--- src/rtl/pwm_speed_pkg.sv ---
// rtl/pwm_speed_pkg.sv - shared constants for the PWM speed command stage
//
// Purpose : default speed-code width, its maximum code, and the ramp FSM
//           state encoding used by pwm_speed_ramp.
// Ports   : none (package).
package pwm_speed_pkg;

  localparam int SPEED_W_DEF = 3;
  localparam logic [SPEED_W_DEF-1:0] SPEED_MAX = '1;

  // Ramp FSM encoding
  localparam logic [0:0] ST_IDLE = 1'b0;
  localparam logic [0:0] ST_RAMP = 1'b1;

endpackage

--- src/rtl/btn_debounce.sv ---
// rtl/btn_debounce.sv - button synchroniser, debouncer and press-pulse generator
//
// Purpose : brings a raw asynchronous button into the clk domain (2-FF),
//           debounces it, and emits a one-cycle pulse on each debounced rise.
//           Press-to-pulse latency is 2 + DEB_CYCLES + 1 cycles.
// Ports   : clk   - clock
//           rst   - asynchronous active-high reset
//           btn   - raw button input
//           pulse - one-cycle pulse per debounced press
module btn_debounce #(
  parameter int DEB_CYCLES = 16
) (
  input  logic clk,
  input  logic rst,
  input  logic btn,
  output logic pulse
);

  localparam int DW = $clog2(DEB_CYCLES);
  localparam logic [DW-1:0] DEB_LAST = DW'(DEB_CYCLES - 1);

  logic          sync1;
  logic          sync2;
  logic          level;
  logic          level_d;
  logic [DW-1:0] cnt;

  always_ff @(posedge clk or posedge rst) begin
    if (rst) begin
      sync1   <= 1'b0;
      sync2   <= 1'b0;
      level   <= 1'b0;
      level_d <= 1'b0;
      cnt     <= '0;
      pulse   <= 1'b0;
    end else begin
      sync1   <= btn;
      sync2   <= sync1;
      // cnt holds the number of consecutive cycles the synced input has
      // disagreed with the debounced level; any agreement starts over.
      if (sync2 == level) begin
        cnt <= '0;
      end else if (cnt == DEB_LAST) begin
        level <= sync2;
        cnt   <= '0;
      end else begin
        cnt <= cnt + DW'(1);
      end
      level_d <= level;
      pulse   <= level & ~level_d;
    end
  end

endmodule

--- src/rtl/pwm_speed_ramp.sv ---
// rtl/pwm_speed_ramp.sv - button-driven saturating speed target with ramped output
//
// Purpose : up/down buttons adjust a saturating target code; speed walks
//           toward target one code per RAMP_TICKS enabled cycles.
//           Build macro SPEED_RAMP_EN: defined -> ramp; undefined -> speed
//           follows target one clock later with no tick counter.
// Ports   : clk, rst (async active-high), enable (0 freezes target/ramp),
//           btn_up, btn_down (raw), speed, target (SPEED_W codes),
//           busy (speed still converging), step (pulse when speed changes)
module pwm_speed_ramp
  import pwm_speed_pkg::*;
#(
  parameter int SPEED_W    = SPEED_W_DEF,
  parameter int DEB_CYCLES = 16,
  parameter int RAMP_TICKS = 1000
) (
  input  logic               clk,
  input  logic               rst,
  input  logic               enable,
  input  logic               btn_up,
  input  logic               btn_down,
  output logic [SPEED_W-1:0] speed,
  output logic [SPEED_W-1:0] target,
  output logic               busy,
  output logic               step
);

  localparam logic [SPEED_W-1:0] CODE_MAX = '1;

  logic               up_pulse;
  logic               down_pulse;
  logic [SPEED_W-1:0] target_next;

  btn_debounce #(.DEB_CYCLES(DEB_CYCLES)) u_deb_up (
    .clk   (clk),
    .rst   (rst),
    .btn   (btn_up),
    .pulse (up_pulse)
  );

  btn_debounce #(.DEB_CYCLES(DEB_CYCLES)) u_deb_down (
    .clk   (clk),
    .rst   (rst),
    .btn   (btn_down),
    .pulse (down_pulse)
  );

  // Saturation is checked before the +-1 so the code never wraps.
  always_comb begin
    target_next = target;
    if (enable && up_pulse && !down_pulse && target != CODE_MAX)
      target_next = target + SPEED_W'(1);
    else if (enable && down_pulse && !up_pulse && target != '0)
      target_next = target - SPEED_W'(1);
  end

  always_ff @(posedge clk or posedge rst) begin
    if (rst) target <= '0;
    else     target <= target_next;
  end

`ifdef SPEED_RAMP_EN
  localparam int CNT_W = (RAMP_TICKS > 1) ? $clog2(RAMP_TICKS) : 1;
  localparam logic [CNT_W-1:0] CNT_LAST = CNT_W'(RAMP_TICKS - 1);

  logic [0:0]         state;
  logic [0:0]         state_next;
  logic [CNT_W-1:0]   cnt;
  logic [CNT_W-1:0]   cnt_next;
  logic [SPEED_W-1:0] speed_next;
  logic               step_next;

  // Direction and the IDLE/RAMP decision both use target_next, so a target
  // change landing on the same edge as a tick is honoured immediately and
  // entering RAMP coincides with the target update.
  always_comb begin
    state_next = state;
    cnt_next   = cnt;
    speed_next = speed;
    step_next  = 1'b0;
    if (enable) begin
      if (state == ST_RAMP) begin
        if (cnt == CNT_LAST) begin
          cnt_next = '0;
          if (speed < target_next) begin
            speed_next = speed + SPEED_W'(1);
            step_next  = 1'b1;
          end else if (speed > target_next) begin
            speed_next = speed - SPEED_W'(1);
            step_next  = 1'b1;
          end
        end else begin
          cnt_next = cnt + CNT_W'(1);
        end
      end
      if (speed_next != target_next) begin
        state_next = ST_RAMP;
      end else begin
        state_next = ST_IDLE;
        cnt_next   = '0;
      end
    end
  end

  always_ff @(posedge clk or posedge rst) begin
    if (rst) begin
      state <= ST_IDLE;
      cnt   <= '0;
      speed <= '0;
      step  <= 1'b0;
    end else begin
      state <= state_next;
      cnt   <= cnt_next;
      speed <= speed_next;
      step  <= step_next;
    end
  end

  assign busy = (state == ST_RAMP);
`else
  logic unused_ramp_cfg;
  assign unused_ramp_cfg = (RAMP_TICKS != 0);

  always_ff @(posedge clk or posedge rst) begin
    if (rst) begin
      speed <= '0;
      step  <= 1'b0;
    end else if (enable) begin
      speed <= target;
      step  <= (speed != target);
    end else begin
      step  <= 1'b0;
    end
  end

  assign busy = (speed != target);
`endif

endmodule

--- config.mk ---
export PLATFORM = sky130hd
export DESIGN_NAME = pwm_speed_ramp
export DESIGN_NICKNAME = d
export VERILOG_FILES = /design/src/rtl/pwm_speed_pkg.sv /design/src/rtl/btn_debounce.sv /design/src/rtl/pwm_speed_ramp.sv
export SDC_FILE = /design/constraint.sdc
export NUM_CORES = 1
export LEC_CHECK = 0
export ABC_CLOCK_PERIOD_IN_PS = 2300
export BUFFER_PORTS_ARGS = -buffer_cell sky130_fd_sc_hd__buf_2
export CORE_AREA = 2 2 49 51
export CTS_CLUSTER_SIZE = 14
export DETAILED_ROUTE_END_ITERATION = 10
export DIE_AREA = 0 0 51 53
export PLACE_DENSITY_LB_ADDON = 0.05
export SETUP_SLACK_MARGIN = 0.02
export SLEW_MARGIN = 20
export SYNTH_ARGS = -nofsm -noshare
export SYNTH_HDL_FRONTEND = slang
export SYNTH_SLANG_ARGS = --single-unit
--- constraint.sdc ---
create_clock -name clk -period 2.3 [get_ports clk]
set_input_delay 0.115 -clock clk [delete_from_list [all_inputs] [get_ports clk]]
set_output_delay 0.115 -clock clk [all_outputs]
set_load 0.01 [all_outputs]
[Word level (Yosys, flattened, before mapping)]
Index checks and enable logic that the tools add are counted.
Storage, ports and cells
  bits in registers: 25
  logic and storage cells: 50
  input bits: 5
  output and inout port bits: 8
Cells by class
  bitwise gates (word level): 6
  add/subtract/negate cells: 4
  reduce and logical (&&, ||, !) cells: 12
  multiplexer cells: 7
  equal/unequal tests: 6
Operator list (count)
  4-bit two-way mux: 4
  4-bit by 1-bit adder with 4-bit output (second input constant): 2
  4-bit == test (second input constant): 2
  1-bit logical AND: 6
  3-bit two-way mux: 2
  1-bit NOT: 4
  2-bit AND reduction: 2
  3-bit by 1-bit adder with 3-bit output (second input constant): 1
  3-bit != test: 1
  3-bit != test (second input constant): 1
  3-bit nonzero test: 1
  3-bit by 1-bit subtractor with 3-bit output (second input constant): 1
  1-bit bitwise AND: 2
  1-bit == test: 2
  1-bit logical NOT: 2
  2-bit nonzero test: 1
  1-bit two-way mux: 1

[Longest topological paths before layout]
  word-level depth: 5
  mapped depth: 8
  depth with buffers taken out: 7

[Cells and area by module]
From an unflattened synthesis, not the netlist that was laid out.
Second synthesis, totals
  cells, all modules: 86
  area total of the unflattened synthesis: 1111.1 um^2
Modules (own cells, without submodules)
  btn_debounce: area an instance 330.3 um^2, instances 2, seq. area each 225.2 um^2, cells each 22
  pwm_speed_ramp: area an instance 450.4 um^2, instances 1, seq. area each 175.2 um^2, cells each 42

[Worst setup path after synthesis]
OpenSTA, ideal clock, no wires.
  path type: register to register
  from: register target[2]
  to: register target[2]
  clock period less this slack: 1.796 ns
  cell stages (with the launch flop): 9
  path buffers: 1
  required time: 2.221 ns
  library setup time: 0.079 ns
  arrival: 1.717 ns
  path slack: 0.504 ns
  path through: dfrtp_1 > buf_6 > and3_4 > nor2_1 > nand2_1 > fa_1 > nand4bb_1 > o32ai_2 > xor2_1
Between the ends
  longest elaborated chain between the ends: 3
  elaborated cells between the ends (all ways): 9
  classes of those cells: 2 x add/sub; 1 x eq/ne; 2 x mux; 4 x reduce/logical
Ends and longest elaborated chain
  from (decl): line pwm_speed_ramp.sv:23  | output logic [SPEED_W-1:0] target,
  from (signal assigned): line pwm_speed_ramp.sv:59  | else target <= target_next;
  3-bit by 1-bit subtractor with 3-bit output (tied with other cells): line pwm_speed_ramp.sv:54  | target_next = target - SPEED_W'(1);
  3-bit two-way mux (tied with other cells): line pwm_speed_ramp.sv:53  | else if (enable && down_pulse && !up_pulse && target != '0)
  3-bit two-way mux / 2-bit nonzero test (equally long branches)
Several ways; a longest one is shown, not always the timed one. The select of a mux whose other input is x is not followed.
A chain may end at the register's enable or synchronous reset.

[Worst setup path in the final report]
  from: register target[1]
  to: register target[2]
Same word-level chain as after synthesis.

==> results.sh <==
export IMPL_ys_types=30
export IMPL_coreArea_um2=2150
export IMPL_vdd_drop_max_mv=0.426
export IMPL_path_class="reg -> reg"
export IMPL_grt_pass1_vias=720
export IMPL_clkTransAtPathRegs_ns=0.14
export IMPL_cts_tree="done"
export IMPL_layout_commonest_cell="dfrtp_1"
export IMPL_top_layer="met4"
export IMPL_totalWireLength_um=1690
export IMPL_p_leak_nw=0.553
export IMPL_drv_cap=0
export IMPL_antenna_found_initial=0
export IMPL_clk_latency_ns=0.32
export IMPL_rsz0062_at_grt="no"
export IMPL_period_needed_ns=1.88
export IMPL_met2_length_um=817
export IMPL_cp_data_arrival_time_ns=2.13
export IMPL_seq_area_frac_synth_pct=57.1
export IMPL_setup_violations_final=0
export IMPL_finalNonFillerCells=134
export IMPL_synthCells=88
export IMPL_start_kind="flip-flop"
export IMPL_via_per_inst=5.10
export IMPL_drt_iter0_markers=6
export IMPL_min_delay_start="enable"
export IMPL_hold_viol_final=0
export IMPL_outcome="finished, final reports clean"
export IMPL_p_per_area_nw_per_um2=590
export IMPL_root_buffer="clkbuf_4"
export IMPL_place_gp_congestion=0.736
export IMPL_grt_ovfl_total=0
export IMPL_postRouteAntennaNets=0
export IMPL_io_pin_count=13
export IMPL_cts_buffer_depth=2
export IMPL_min_path_type="in -> reg"
export IMPL_synth_main_ff_cell="dfrtp_1"
export IMPL_htree_levels=1
export IMPL_fmax_mhz=531
export IMPL_drt_wirelength_per_cell_um=12.6
export IMPL_wl_met1_um=796
export IMPL_end_kind="flip-flop"
export IMPL_crit_path_top_delay_cell="dfrtp_1"
export IMPL_async_reset_ff_share_pct=100
export IMPL_grt_max_degree=26
export IMPL_clock_sinks=25
export IMPL_setup_tns_final_ns=0
export IMPL_portBuffers=12
export IMPL_grt_usage_pct=16.2
export IMPL_syn2layout_area_growth_pct=13.1
export IMPL_layout_common_cells="25 x dfrtp_1, 12 x buf_2, 7 x xnor2_1"
export IMPL_syn_num_nets=96
export IMPL_slew_viol_final=0
export IMPL_postCtsSetupRepairBufs=0
export IMPL_preCtsSetupSlack_ns=0.438
export IMPL_fp_row_count=17
export IMPL_finClkSkew_ns=0.00886
export IMPL_max_stage_delay_ns=0.51
export IMPL_yosys_warnings=0
export IMPL_drc=0
export IMPL_fin_crit_sh_pct=81.8
export IMPL_dp_cells=127
export IMPL_grt_pass1_wl_um=3170
export IMPL_postSynthRegisterBits=25
export IMPL_die_w_um=51
export IMPL_maxSlewHeadroom_pct=39.1
export IMPL_vias=683
export IMPL_worst_pin_slew_ns=0.913
export IMPL_initial_utilization_pct=51.0
export IMPL_hpwlAfterDp_um=1180
export IMPL_drive_gt1_share_pct=23.6
export IMPL_antennaDiodeCount=0
export IMPL_fin_nets=115
export IMPL_die_h_um=53
export IMPL_crit_path_cell_trace="and3_4 > nor2_1 > nand2_1 > fa_1 > nand4bb_1 > o32ai_2 > xor2_1"
export IMPL_wl_met3_um=47
export IMPL_worst_r2r_setup_slack_ns=0.42
export IMPL_final_util_pct=57.7
export IMPL_fp_dieArea_um2=2700
export IMPL_layout_setup_ws_ns=0.418
export IMPL_synth_edf_count=0
export IMPL_critical_path_max_fanout=9
export IMPL_cts_made_buffers=3
export IMPL_crit_start="target[1]"
export IMPL_r2r_start="target[1]"
export IMPL_cp_required_ns=2.55
export IMPL_syn_area_um2=1100
export IMPL_firstDrtPassIters=3
export IMPL_postSynthAreaPerCell_um2=12.5
kinds of logic (layout without fill, tap and decap cells):
| kind of cell | count (synthesis) | after routing | synth area share [%] |
|---|---|---|---|
| DFF | 25 | 25 | 57.1 |
| muxes | 5 | 5 | 5.14 |
| and+or+nand+nor | 26 | 26 | 14.6 |
| buffers and inverters | 6 | 24 | 3.08 |
| adders and majority gates | 3 | 3 | 4.11 |
| xor gates and xnor gates | 8 | 8 | 6.39 |
| AOI/OAI and AO/OA | 15 | 15 | 9.59 |
final cells by class:
class	instances	area, µm²
well taps	28	35.0
repair buffers	16	97.6
multi-input cells	57	437
flip-flops and latches	25	626
inverters	4	15.0
clock buffers	3	22.5
clock inverters	1	7.51
fillers	188	908
registers in the layout, indices dropped and copies added (netlist names), 3 cells and up:
name,count
target,3
u_deb_down.cnt,4
u_deb_up.cnt,4
speed,3
cell usage after synthesis, drive strengths merged, types with 2 or more instances:
cell / count / area, µm²
nand4b: 2 / 17.5
nor3b: 2 / 15.0
inv: 4 / 15.0
dfrtp: 25 / 626
a21oi: 5 / 25.0
nand2: 3 / 11.3
o21ai: 4 / 20.0
ha: 2 / 25.0
mux2: 5 / 56.3
buf: 2 / 18.8
nand3: 4 / 20.0
nand2b: 3 / 18.8
nor2: 3 / 11.3
xnor2: 7 / 61.3
nor2b: 4 / 25.0
where the power goes:
group	total [W]	leakage, nW	switching (W)	internal (W)
Clock	0.000196	0.0139	0.000129	0.0000663
Sequential	0.000470	0.319	0.0000131	0.000457
Combinational	0.0000658	0.220	0.0000343	0.0000314
Total	0.000731	0.553	0.000177	0.000554
final timing paths:
check	endpoint	depth (start not counted)
max	target[2]	7
min	step	2
max reg2reg	target[2]	7
min reg2reg	u_deb_down.sync2	0
max in group asynchronous	target[1]	3
min in group asynchronous	u_deb_down.cnt[2]	3
critical path, delay by kind of cell, from the launching register on:
kind,cells,cell delay [ns]
flops,1,0.51
simple gates,4,0.62
xor+xnor,1,0.16
fa+ha+maj,1,0.38
compound gates,1,0.15
stage by stage:
stage	hold slack (ns)	cell area (µm²)	power [W]
after floorplan	0.142	1100	0.000520
after global placement	0.225	1180	0.000539
after detailed placement	0.225	1180	0.000541
after CTS	0.126	1240	0.000746
after global routing	0.140	1240	0.000773
final	0.142	1240	0.000731
routing by layer:
layer  vias up  track usage (%)
met5         -                0
met4         0             8.11
met3         4             3.39
met2        10             26.4
met1       326             20.6
li1        343                -
repair_timing:
action	CTS	global route
hold endpoints to repair	17	0
resized for setup	0	0
hold buffers	3	0
No activity file was read; power rests on OpenSTA's default activity.
